===== src/rtl/pipe_hazard_ctrl.sv =====
// pipe_hazard_ctrl: pipeline control for an N-stage in-order core.
// Generates per-stage stall/flush/bubble, a register interlock against the
// destinations of in-flight instructions, and the fetch redirect handshake.
// Optional macro PIPE_FORWARD_EN: the interlock shrinks to load-use only and
// forwarding-source outputs o_fwd_rs1/o_fwd_rs2 are added.
module pipe_hazard_ctrl #(
   parameter int unsigned NUM_STAGES = 5,
   parameter int unsigned STG_W      = 3,
   parameter int unsigned REG_ADDR_W = 5,
   parameter int unsigned ADDR_W     = 32
) (
   input  logic                  i_clk,
   input  logic                  i_reset,        // active-low, asynchronous
   input  logic [NUM_STAGES-1:0] i_stall_req,
   input  logic                  i_id_valid,
   input  logic [REG_ADDR_W-1:0] i_id_rs1,
   input  logic [REG_ADDR_W-1:0] i_id_rs2,
   input  logic                  i_id_rs1_used,
   input  logic                  i_id_rs2_used,
   input  logic [REG_ADDR_W-1:0] i_id_rd,
   input  logic                  i_id_rd_we,
   input  logic                  i_id_is_load,
   input  logic                  i_flush_req,
   input  logic [STG_W-1:0]      i_flush_src,
   input  logic [ADDR_W-1:0]     i_flush_addr,
   input  logic                  i_redirect_ack,
   output logic [NUM_STAGES-1:0] o_stall,
   output logic [NUM_STAGES-1:0] o_flush,
   output logic [NUM_STAGES-1:0] o_bubble,
   output logic                  o_hazard,
   output logic                  o_redirect_valid,
   output logic [ADDR_W-1:0]     o_redirect_addr
`ifdef PIPE_FORWARD_EN
   ,
   output logic [STG_W-1:0]      o_fwd_rs1,
   output logic [STG_W-1:0]      o_fwd_rs2
`endif
);

   // one tracked slot per stage 2..NUM_STAGES-1; slot k belongs to stage k+2
   localparam int unsigned T = NUM_STAGES - 2;

   logic [T-1:0]          r_slot_v;
   logic [T-1:0]          r_slot_we;
   logic [T-1:0]          r_slot_ld;
   logic [REG_ADDR_W-1:0] r_slot_rd [T];
   logic                  r_redirect_valid;
   logic [ADDR_W-1:0]     r_redirect_addr;

   logic [31:0]           w_src;
   logic                  w_flush_ok;
   logic [T-1:0]          w_live;
   logic                  w_raw;
   logic                  w_hazard;
   logic                  w_req_acc;
   logic [T-1:0]          w_in_v;
   logic [T-1:0]          w_in_we;
   logic [T-1:0]          w_in_ld;
   logic [REG_ADDR_W-1:0] w_in_rd [T];

   assign w_src      = 32'(i_flush_src);
   // flush from stage 0 or from beyond the last stage is ignored entirely
   assign w_flush_ok = i_flush_req && (w_src != 32'd0) && (w_src < NUM_STAGES);

   // a slot can conflict only if it holds a valid write to a non-x0 register
   always_comb begin
      w_live = '0;
      for (int unsigned k = 0; k < T; k++)
         w_live[k] = r_slot_v[k] & r_slot_we[k] & (r_slot_rd[k] != '0);
   end

`ifdef PIPE_FORWARD_EN
   // load-use check against stage 2 only; forward select picks the youngest match
   always_comb begin
      w_raw     = w_live[0] & r_slot_ld[0] &
                  ((i_id_rs1_used & (i_id_rs1 == r_slot_rd[0])) |
                   (i_id_rs2_used & (i_id_rs2 == r_slot_rd[0])));
      o_fwd_rs1 = '0;
      o_fwd_rs2 = '0;
      // oldest to youngest so the youngest match overwrites the rest
      for (int unsigned n = T; n > 0; n--) begin
         if (w_live[n-1] && i_id_rs1_used && (i_id_rs1 == r_slot_rd[n-1]))
            o_fwd_rs1 = STG_W'(n + 1);
         if (w_live[n-1] && i_id_rs2_used && (i_id_rs2 == r_slot_rd[n-1]))
            o_fwd_rs2 = STG_W'(n + 1);
      end
   end
`else
   // is_load only matters to the load-use check of the forwarding build
   logic w_unused_ld;
   assign w_unused_ld = ^r_slot_ld;

   // full RAW/WAW interlock against every tracked slot
   always_comb begin
      w_raw = 1'b0;
      for (int unsigned k = 0; k < T; k++) begin
         if (w_live[k] &&
             ((i_id_rs1_used && (i_id_rs1 == r_slot_rd[k])) ||
              (i_id_rs2_used && (i_id_rs2 == r_slot_rd[k])) ||
              (i_id_rd_we    && (i_id_rd  == r_slot_rd[k]))))
            w_raw = 1'b1;
      end
   end
`endif

   // a flush that kills ID makes its interlock moot
   assign w_hazard = i_id_valid & w_raw & ~(w_flush_ok & (w_src > 32'd1));
   assign o_hazard = w_hazard;

   // stall propagates from any requesting stage down to IF; bubble at the stall boundary
   always_comb begin
      o_stall   = '0;
      o_flush   = '0;
      o_bubble  = '0;
      w_req_acc = 1'b0;
      for (int unsigned n = NUM_STAGES; n > 0; n--) begin
         w_req_acc    = w_req_acc | i_stall_req[n-1];
         o_stall[n-1] = w_req_acc | (w_hazard & ((n - 1) <= 1));
      end
      for (int unsigned i = 1; i < NUM_STAGES; i++)
         o_bubble[i] = o_stall[i-1] & ~o_stall[i];
      for (int unsigned i = 0; i < NUM_STAGES; i++)
         o_flush[i] = w_flush_ok & (i < w_src);
   end

   // what each slot would load when its stage advances
   always_comb begin
      w_in_v     = '0;
      w_in_we    = '0;
      w_in_ld    = '0;
      w_in_rd    = '{default: '0};
      w_in_v[0]  = i_id_valid;
      w_in_rd[0] = i_id_rd;
      w_in_we[0] = i_id_rd_we;
      w_in_ld[0] = i_id_is_load;
      for (int unsigned k = 1; k < T; k++) begin
         w_in_v[k]  = r_slot_v[k-1];
         w_in_rd[k] = r_slot_rd[k-1];
         w_in_we[k] = r_slot_we[k-1];
         w_in_ld[k] = r_slot_ld[k-1];
      end
   end

   // slot tracking: hold on stall, take a bubble or flushed producer as invalid
   always_ff @(posedge i_clk or negedge i_reset) begin
      if (!i_reset) begin
         r_slot_v  <= '0;
         r_slot_we <= '0;
         r_slot_ld <= '0;
         for (int unsigned k = 0; k < T; k++)
            r_slot_rd[k] <= '0;
      end else begin
         for (int unsigned k = 0; k < T; k++) begin
            if (!o_stall[k+2]) begin
               r_slot_v[k]  <= w_in_v[k] & ~o_bubble[k+2] & ~o_flush[k+1];
               r_slot_rd[k] <= w_in_rd[k];
               r_slot_we[k] <= w_in_we[k];
               r_slot_ld[k] <= w_in_ld[k];
            end
            // a flush kills the slot even while its stage is held
            if (w_flush_ok && ((k + 2) < w_src))
               r_slot_v[k] <= 1'b0;
         end
      end
   end

   // redirect handshake: a new flush beats a same-cycle ack
   always_ff @(posedge i_clk or negedge i_reset) begin
      if (!i_reset) begin
         r_redirect_valid <= 1'b0;
         r_redirect_addr  <= '0;
      end else if (w_flush_ok) begin
         r_redirect_valid <= 1'b1;
         r_redirect_addr  <= i_flush_addr;
      end else if (i_redirect_ack) begin
         r_redirect_valid <= 1'b0;
      end
   end

   assign o_redirect_valid = r_redirect_valid;
   assign o_redirect_addr  = r_redirect_addr;

endmodule


===== config.mk =====
export PLATFORM = sky130hd
export DESIGN_NAME = pipe_hazard_ctrl
export DESIGN_NICKNAME = d
export VERILOG_FILES = /design/src/rtl/pipe_hazard_ctrl.sv
export SDC_FILE = /design/constraint.sdc
export NUM_CORES = 1
export LEC_CHECK = 0
export BUFFER_PORTS_ARGS = -buffer_cell sky130_fd_sc_hd__buf_2
export CORE_MARGIN = 2
export CORE_UTILIZATION = 52
export CTS_CLUSTER_SIZE = 24
export DETAILED_ROUTE_END_ITERATION = 10
export GPL_ROUTABILITY_DRIVEN = 0
export PLACE_DENSITY = 0.95
export SYNTH_ARGS = -nofsm -noshare
export SYNTH_HDL_FRONTEND = slang
export SYNTH_SLANG_ARGS = --single-unit

===== constraint.sdc =====
create_clock -name i_clk -period 3.9 [get_ports i_clk]
set_clock_uncertainty 0.2 [all_clocks]
set_input_delay 0.78 -clock i_clk [delete_from_list [all_inputs] [get_ports i_clk]]
set_output_delay 0.78 -clock i_clk [all_outputs]
set_load 0.005 [all_outputs]

==> flow_summary.yaml, run 1 <==
clock_tree:
  cts_tree: "built"
  clk_latency_ns: 0.30
  cts_buffers: 5
  path_clk_slew_ns: 0.09
  htree_levels: 2
  hold_buffers: 0
  post-cts-setup-buffers: 0
  cts_resized: 0
  cts.sinks: 54
  clockBufferDepth: 2
  cts-root-buf: "clkbuf_8"
synth:
  yosysSeqAreaShare_pct: 48.06
  synthCells: 313
  ys_warn_count: 0
  synth_edf_count: 0
  yosys.area.top_type: "dfrtp_1"
  synth.area.top_cells: "dfrtp_1 48%, nand2_1 16%, xor2_1 11%, mux2_2 4.8%, xnor2_1 3.1%"
  ys_top_cells_by_count: "119 x nand2_1, 54 x dfrtp_1, 36 x xor2_1"
  synthArstFlopShare_pct: 100.0
  yosysUniqueCellTypes: 36
  yosys.area.top_type_share_pct: 48.06
  ys_ff_latch: 54
  synth_area_per_cell_um2: 8.982
  synth.most_common_cell: "nand2_1"
  synthesis.area_um2: 2811
  synth_top_flop_cell: "dfrtp_1"
power:
  p_leak_nw: 1.891
  worst_ir_drop_vdd_mv: 0.2870
  finalPower_w: 0.001472
  pwr-share-clk_pct: 21.1
  power.internal_w: 0.0009871
  power_frac_comb_pct: 25.6
  p_per_area_nw_per_um2: 424.1
  seq_power_share_pct: 53.3
  p_sw_share_pct: 32.96
  switchingPower_w: 0.0004853
global_route:
  grt_pass1_wl_mm: 11.03
  grt_pass1_vias: 2470
  grt_start_max_net_pins: 34
  grt_usage_pct: 23.12
  grt_antenna_before_repair: 0
  grt-ovfl-total: 0
timing:
  setup_slack_ns: 0.5735
  drv_slew: 0
  fin_tns_setup_ns: 0
  rsz0062_at_grt: "no"
  worst_pin_slew_ns: 0.6855
  final.min_clock_period_ns: 3.326
  min_period_over_period_pct: 85.29
  fmax_ghz: 0.3006
  setup_viol: 0
  relSlewSlack_pct: 54.30
  hold_viol: 0
floorplanning:
  dieArea_um2: 6011
  rows: 26
  chipHeight_um: 77.53
  chipWidth_um: 77.53
  start_util_pct: 54.35
  core-area_um2: 5172
  ios: 113
critical_path:
  critPathSlowestCell: "a31oi_1"
  path_class: "in -> out"
  crit_family: "simple AND/OR/NAND/NOR gates"
  crit_fanout: 3
  worstPathRequired_ns: 2.92
  worst_path_largest_cell_delay_ns: 0.35
  crit_arrival_ns: 2.35
  startpoint_type: "primary input"
  path_buf_inv: 2
  cp-end-kind: "output pin"
  cp_cell_sequence: "buf_2, xor2_1, nor4_1, nand3_1, a31oi_1, a2111oi_0, nor3_1, buf_2"
  crit_top_cell: "buf_2"
route:
  firstDrtPassIters: 4
  via_per_inst: 5.097
  avgRoutedWirePerCell_um: 13.87
  ant_nets: 0
  drc: 0
  via_count: 2472
  wirelength_mm: 6.727
  drt_iter0_markers: 92
hold_path:
  hp-class: "reg -> reg"
run:
  max-cap-violations: 0
cells_and_area:
  final_area_um2: 3472
  diodes: 0
  fillers: 409
  multi_input_area_um2: 1338
  synthToLayoutAreaGrowth_pct: 23.50
  drive_above_1_share_pct: 33.25
  fin_util_pct: 67.13
  seq_area_um2: 1351
  nets: 478
place:
  place_ws_ns: 0.6339
  dpl_cell_area_um2: 3378
  dp_hpwl_mm: 5.158
  port_buffers: 109
status:
  status: "finished clean"
==> cells by family (layout without fill, tap and decap cells) <==
logic type             Yosys count  after routing  synth area share (%)
XOR/XNOR                        46             46                 14.33
other                            1              2                0.1334
flip-flops                      54             54                 48.06
AND/OR/NAND/NOR                157            157                 23.72
multiplexers                    12             12                 4.806
buffers and inverters           26            127                 4.495
AO/OA/AOI/OAI                   17             17                 4.450
==> worst register-to-register path: cells and delay by family (launching register included) <==
kind,cells,cell delay (ns)
AOI/OAI and AO/OA,4,0.81
DFF,1,0.50
and+or+nand+nor,1,0.55
==> power by group through the flow <==
| stage | logic (W) | clock network, W | registers (W) |
|---|---|---|---|
| after floorplan | 0.000267 | 0 | 0.000737 |
| after global placement | 0.000359 | 0 | 0.000786 |
| after detailed placement | 0.000381 | 0 | 0.000791 |
| after CTS | 0.000381 | 0.000318 | 0.000783 |
| after global routing | 0.000424 | 0.000341 | 0.000798 |
| final | 0.000377 | 0.000310 | 0.000785 |
==> sequential cells by signal, summed over array words and instances, names as in the netlist <==
| register | flops |
|---|---|
| r_slot_we | 3 |
| o_redirect_valid | 1 |
| r_slot_rd | 15 |
| r_slot_v | 3 |
| o_redirect_addr | 32 |
==> final timing paths <==
path | start | end | slack (ns) | depth (start not counted)
worst min register to register | o_redirect_addr[27] | o_redirect_addr[27] | 0.28 | 2
worst max-delay path | i_id_rs2[3] | o_bubble[2] | 0.57 | 8
worst max register to register | r_slot_rd[11] | r_slot_v[0] | 1.77 | 5
min in group asynchronous | i_reset | o_redirect_addr[24] | 0.30 | 1
worst min-delay path | o_redirect_addr[27] | o_redirect_addr[27] | 0.28 | 2
max in group asynchronous | i_reset | o_redirect_addr[22] | 2.43 | 2
==> layer usage <==
metal	vias up	GRT usage, %	wire length [µm]
met5	-	0	0
met4	0	6.607	74
met3	10	6.279	498
met2	101	42.09	3421
met1	1163	26.56	2733
li1	1198	-	-
==> metrics by stage <==
stage,std cells,hold slack (ns)
6_report,485,0.2776
3_3_place_gp,477,0.2534
5_1_grt,485,0.3003
4_1_cts,485,0.2807
3_5_place_dp,477,0.2568
2_1_floorplan,314,0.2536
==> area by class of cell <==
| class | instances | area share [%] |
|---|---|---|
| well taps | 70 | 2.523 |
| inverters | 5 | 0.5405 |
| repair buffers | 114 | 16.79 |
| clock buffers | 5 | 1.982 |
| clock inverters | 3 | 0.7207 |
| multi-input cells | 234 | 38.52 |
| flip-flops and latches | 54 | 38.92 |
==> placed cells by master, fill, tap and decap left out, types with 3 or more instances in the layout <==
cell,instances
buf_2,109
buf_4,5
clkbuf_8,5
dfrtp_1,54
inv_1,5
mux2_2,12
nand2_1,119
nand3_1,10
nor2_1,5
nor2b_1,3
nor3_1,3
nor4_1,9
o21ai_0,5
xnor2_1,10
xor2_1,36
Power figures use the tool's default switching activity.
==> run 2, diff against run 1 <==
--- a/config.mk
+++ b/config.mk
@@ -14,2 +14,3 @@
 export PLACE_DENSITY = 0.95
+export RECOVER_POWER = 25
 export SYNTH_ARGS = -nofsm -noshare
==> constraint.sdc (replaced) <==
create_clock -name i_clk -period 3.9 [get_ports i_clk]
set_clock_uncertainty 0.2 [all_clocks]
set_input_delay 0 -clock i_clk [delete_from_list [all_inputs] [get_ports i_clk]]
set_output_delay 0 -clock i_clk [all_outputs]
set_load 0.005 [all_outputs]
==> run 2 against run 1 <==
Net effect:
- total power rose by 4.2%
- critical endpoint is now r_slot_v[0]
- first-iteration DRC count rose to 2.8 times the previous value
- via count is 15% higher
- sequential power grew 1%
==> flow_summary.yaml, run 2 (synthesis gave the netlist of run 1 again) <==
timing:
  relSlewSlack_pct: 8.838
  fmax_ghz: 0.3650
  rsz0062_at_grt: "no"
  final.min_clock_period_ns: 2.740
  fin_tns_setup_ns: 0
  setup_slack_ns: 1.160
  drv_slew: 0
  worst_pin_slew_ns: 1.367
  min_period_over_period_pct: 70.25
  setup_viol: 0
  hold_viol: 0
power:
  p_leak_nw: 2.036
  worst_ir_drop_vdd_mv: 0.3073
  p_per_area_nw_per_um2: 387.8
global_route:
  grt_usage_pct: 29.96
  grt_pass1_wl_mm: 14.11
  use_met1_pct: 34.51
  grt_antenna_before_repair: 0
  grt_pass1_vias: 2959
  grt_use_met3_pct: 6.628
  grt.met2_usage_pct: 54.26
  grt_start_max_net_pins: 55
  grt-ovfl-total: 0
  busiest_layer: "met2"
hold_path:
  hp-class: "in -> reg"
  hp-start: "i_flush_req"
  holdPathEnd: "r_slot_v[0]"
  holdPathStages: 4
cells_and_area:
  diodes: 0
  nets: 528
  largest_reg_flops: 32
  drive_above_1_share_pct: 25.38
  final_common_cell: "nand2_1"
  final_cell_mix: "119 x nand2_1, 93 x buf_2, 54 x dfrtp_1"
  synthToLayoutAreaGrowth_pct: 40.77
critical_path:
  crit_fanout: 11
  reg2reg_slack_ns: 1.81
  crit_arrival_ns: 2.77
  worstPathRequired_ns: 3.93
  path_class: "in -> reg"
  worst_path_largest_cell_delay_ns: 0.58
  cp_cell_sequence: "dlygate4sd3_1, buf_2, nor2_4, inv_1, nor2_1, inv_1, nor3_1, dlygate4sd3_1, o2bb2ai_1"
  startpoint_type: "primary input"
  r2r_cells: 5
  cp-end-kind: "flip-flop"
  worstReg2RegStart: "r_slot_rd[11]"
  critPathSlowestCell: "dlygate4sd3_1"
  r2r_end: "r_slot_v[0]"
clock_tree:
  clockBufferDepth: 2
  path_clk_slew_ns: 0.09
  cts_resized: 0
  clk_latency_ns: 0.30
  htree_levels: 2
  hold_buffers: 53
  post-cts-setup-buffers: 0
  cts.sinks: 54
  cts_buffers: 5
  cts_tree: "built"
  cts-root-buf: "clkbuf_8"
status:
  status: "finished clean"
floorplanning:
  chipWidth_um: 77.53
  core-area_um2: 5172
  rows: 26
  start_util_pct: 54.35
  ios: 113
  dieArea_um2: 6011
  chipHeight_um: 77.53
place:
  port_buffers: 109
  place_ws_ns: 1.716
  dp_hpwl_mm: 5.008
route:
  via_count: 2844
  ant_nets: 0
  drc: 0
  firstDrtPassIters: 4
  wirelength_mm: 8.649
  via_per_inst: 5.316
  drt_iter0_markers: 254
  avgRoutedWirePerCell_um: 16.17
run:
  max-cap-violations: 0
==> run 2: cell types whose count changed in the layout (fill, tap and decap cells not counted) <==
cell and delta:
buf_4 -4, clkinv_4 -1, buf_1 +1, clkbuf_8 +1
clkinv_2 +1, and2_0 +1, buf_2 -16, and2_1 -1
clkbuf_1 +16, inv_6 -1, dlygate4sd3_1 +53
==> run 2: layout make-up <==
class	count	area, µm²
repair buffers	164	1067
clock inverters	2	12.51
multi-input cells	234	1338
inverters	5	18.77
flip-flops and latches	54	1351
well taps	70	87.58
fillers	330	1215
clock buffers	6	82.58
==> run 2: worst max path at each step <==
stage / startpoint / end / slack, ns / depth (start not counted)
finish: i_stall_req[4] / r_slot_v[0] / 1.16 / 9
CTS: i_stall_req[4] / r_slot_v[0] / 1.21 / 9
global route: i_stall_req[4] / r_slot_v[0] / 1.01 / 9
global placement: r_slot_rd[12] / o_bubble[2] / 1.77 / 6
detailed placement: r_slot_rd[11] / o_bubble[2] / 1.72 / 6
floorplan: r_slot_rd[6] / r_slot_v[0] / 1.99 / 6
==> run 2: power by group <==
| part | internal, W | total, W | switching [W] |
|---|---|---|---|
| Clock | 0.000143 | 0.000317 | 0.000174 |
| Combinational | 0.000218 | 0.000423 | 0.000204 |
| Sequential | 0.000662 | 0.000795 | 0.000133 |
==> run 2: critical path, delay by kind of cell <==
kind | cells | cell delay, ns
AO/OA/AOI/OAI | 1 | 0.11
buffers and inverters | 5 | 1.71
AND/OR/NAND/NOR | 3 | 0.94
==> run 2: through the flow <==
stage               instance area, µm²  total power (W)  hold slack (ns)  instances  utilization, %
floorplan                         2815         0.001005          -0.4956        314               -
global placement                  3356         0.001141         -0.05068        474           64.88
detailed placement                3356         0.001166         -0.03382        474           64.88
CTS                               3981         0.001520         0.004975        535           76.97
global route                      3958         0.001623          0.04213        535           76.51
finish                            3958         0.001535          0.02132        535           76.51
==> run 2: metal layers <==
layer	up-vias	wire, µm
li1	1304	-
met3	25	736
met1	1363	3253
met2	152	4449
met4	0	209
met5	-	0
==> run 3, diff against run 2 <==
- ABC_AREA: not set -> 1
- CORE_UTILIZATION: 52 -> 45
- PLACE_DENSITY: 0.95 -> 0.88
- clock period: 3.9 -> 2.2 ns (I/O delays scaled with it)
==> run 3 against run 2 <==
Net effect:
- the run now ends with DRC left
- largest power group unchanged
- cell area grew 8.0%
- global-route usage shrank 3.1 points
- via count grew 24%
- routed wire length grew 13%
- critical path type unchanged
==> flow_summary.yaml, run 3 <==
status:
  status: "finished, violations left"
  failed_checks: "DRC"
timing:
  relSlewSlack_pct: 55.66
  setup_viol: 0
  worst_pin_slew_ns: 0.6652
  final.min_clock_period_ns: 2.133
  hold_viol: 0
  rsz0062_at_grt: "no"
  fin_tns_setup_ns: 0
  fmax_ghz: 0.4688
  min_period_over_period_pct: 96.97
  drv_slew: 0
clock_tree:
  clockBufferDepth: 2
  htree_levels: 2
  cts.sinks: 54
  clk_latency_ns: 0.29
  cts-root-buf: "clkbuf_8"
  path_clk_slew_ns: 0.09
  cts_buffers: 5
  cts_tree: "built"
synth:
  synth_top_family_by_area: "simple AND/OR/NAND/NOR gates"
  synthAdderAreaFrac_pct: 0
  yosys.area.top_type_share_pct: 44.94
  synth_area_per_cell_um2: 6.696
  synth-xor-area-share_pct: 0.5826
  ys_ff_latch: 54
  synth.most_common_cell: "nand2_1"
  synth-compound-area-share_pct: 6.409
  yosysUniqueCellTypes: 22
  yosys.area.top_type: "dfrtp_1"
  synth_top_flop_cell: "dfrtp_1"
  synth_mux_area_share_pct: 0
  yosysSeqAreaShare_pct: 44.94
  ys_warn_count: 0
  synth.area.top_cells: "dfrtp_1 45%, nand2_1 29%, nor2_1 4.9%, inv_1 4.4%, o21ai_0 3.3%"
  ys_top_cells_by_count: "231 x nand2_1, 54 x dfrtp_1, 39 x nor2_1"
  synthArstFlopShare_pct: 100.0
  synth_edf_count: 0
  synthesis.area_um2: 3007
  yosys.area_share.simple_pct: 39.91
  synthCells: 449
route:
  via_per_inst: 5.097
  ant_nets: 0
  firstDrtPassIters: 11
  drc: 3
  drt_iter0_markers: 290
  wirelength_mm: 9.776
  avgRoutedWirePerCell_um: 14.09
  via_count: 3537
floorplanning:
  ios: 113
  chipHeight_um: 85.74
  start_util_pct: 46.81
  chipWidth_um: 85.74
  dieArea_um2: 7351
  core-area_um2: 6422
  rows: 29
power:
  pwr-share-clk_pct: 23.7
  power.internal_w: 0.001823
  p_sw_share_pct: 33.49
  p_per_area_nw_per_um2: 641.2
  switchingPower_w: 0.0009177
  p_leak_nw: 2.444
  power_frac_comb_pct: 28.6
  seq_power_share_pct: 47.7
  worst_ir_drop_vdd_mv: 0.4840
global_route:
  grt-ovfl-total: 0
  grt_start_max_net_pins: 55
  grt_pass1_vias: 3499
  grt_antenna_before_repair: 0
  grt_usage_pct: 26.91
  grt_pass1_wl_mm: 15.73
cells_and_area:
  final_cell_mix: "231 x nand2_1, 89 x buf_2, 55 x dlygate4sd3_1"
  final_common_cell: "nand2_1"
  largest_reg_flops: 32
  final_cells: 694
  seq_area_um2: 1351
  diodes: 0
  nets: 680
  multi_input_area_um2: 1406
  synthToLayoutAreaGrowth_pct: 42.16
  fillers: 489
  drive_above_1_share_pct: 19.77
critical_path:
  path_class: "in -> reg"
  crit_arrival_ns: 2.17
  cp-end-kind: "flip-flop"
  startpoint_type: "primary input"
  reg2reg_slack_ns: 0.14
  crit_fanout: 4
  worstPathRequired_ns: 2.23
place:
  placed_cells: 627
  port_buffers: 109
  dp_hpwl_mm: 6.074
hold_path:
  hp-class: "in -> out"
run:
  max-cap-violations: 0
## run 3: stage by stage
step | worst slack [ns] | total power, W | hold slack (ns) | instance area, µm² | utilization (%)
after floorplan | 0.7697 | 0.001673 | -0.4956 | 3010 | -
after global placement | 0.5581 | 0.001954 | -0.04363 | 3610 | 56.20
after detailed placement | 0.5059 | 0.001986 | -0.03830 | 3610 | 56.20
after CTS | 0.05234 | 0.002718 | 0.1051 | 4277 | 66.59
after global routing | 0.003189 | 0.002896 | 0.1306 | 4274 | 66.55
final | 0.06672 | 0.002741 | 0.09667 | 4274 | 66.55
## run 3: timing repair
action,CTS,global route
hold endpoints to repair,108,0
hold buffers,56,0
buffers inserted,0,3
gates resized for setup,0,4
setup endpoints to repair,0,2
## run 3: kinds of logic (layout without fill, tap and decap cells)
group / Yosys count / count (layout)
xor gates and xnor gates: 2 / 2
AOI/OAI and AO/OA: 34 / 34
other: 1 / 2
DFF: 54 / 54
buffers and inverters: 59 / 226
and+or+nand+nor: 299 / 299
## run 3: routing by layer
| layer | routed length [µm] | GRT usage, % | vias to the layer above | part of all wire, % |
|---|---|---|---|---|
| li1 | - | - | 1684 | - |
| met1 | 3850 | 33.44 | 1606 | 39 |
| met2 | 4693 | 45.81 | 208 | 48 |
| met3 | 888 | 4.812 | 39 | 9.1 |
| met4 | 343 | 12.12 | 0 | 3.5 |
| met5 | 0 | 0 | - | 0 |
## run 3: path summary, 6_finish.rpt
path / to / startpoint / cells after the start
worst max-delay path: r_slot_we[0] / i_stall_req[2] / 8
worst min-delay path: o_stall[0] / i_stall_req[0] / 4
worst max register to register: r_slot_v[1] / r_slot_v[0] / 4
worst min register to register: o_redirect_addr[20] / o_redirect_addr[20] / 2
max in group asynchronous: r_slot_rd[12] / i_reset / 3
min in group asynchronous: o_redirect_addr[15] / i_reset / 3
## run 3: layout make-up
type	instances	share of cell area, %
Tap cell	77	2.254
Clock inverter	1	0.7026
Sequential cell	54	31.62
Inverter	47	4.128
Multi-Input combinational cell	337	32.90
Timing Repair Buffer	171	26.61
Clock buffer	7	1.786
## run 3: power by group through the flow
stage	clock, W	combinational, W	sequential [W]
3_5_place_dp	0	0.000682	0.00130
5_1_grt	0.000691	0.000883	0.00132
4_1_cts	0.000663	0.000764	0.00129
3_3_place_gp	0	0.000655	0.00130
2_1_floorplan	0	0.000391	0.00128
6_report	0.000649	0.000784	0.00131
## run 3: critical path: stages
cell,delay (ns)
dlygate4sd3_1,0.55
buf_2,0.15
nor2_4,0.13
buf_8,0.12
nand2_1,0.05
dlygate4sd3_1,0.55
nand2_1,0.07
dlygate4sd3_1,0.55
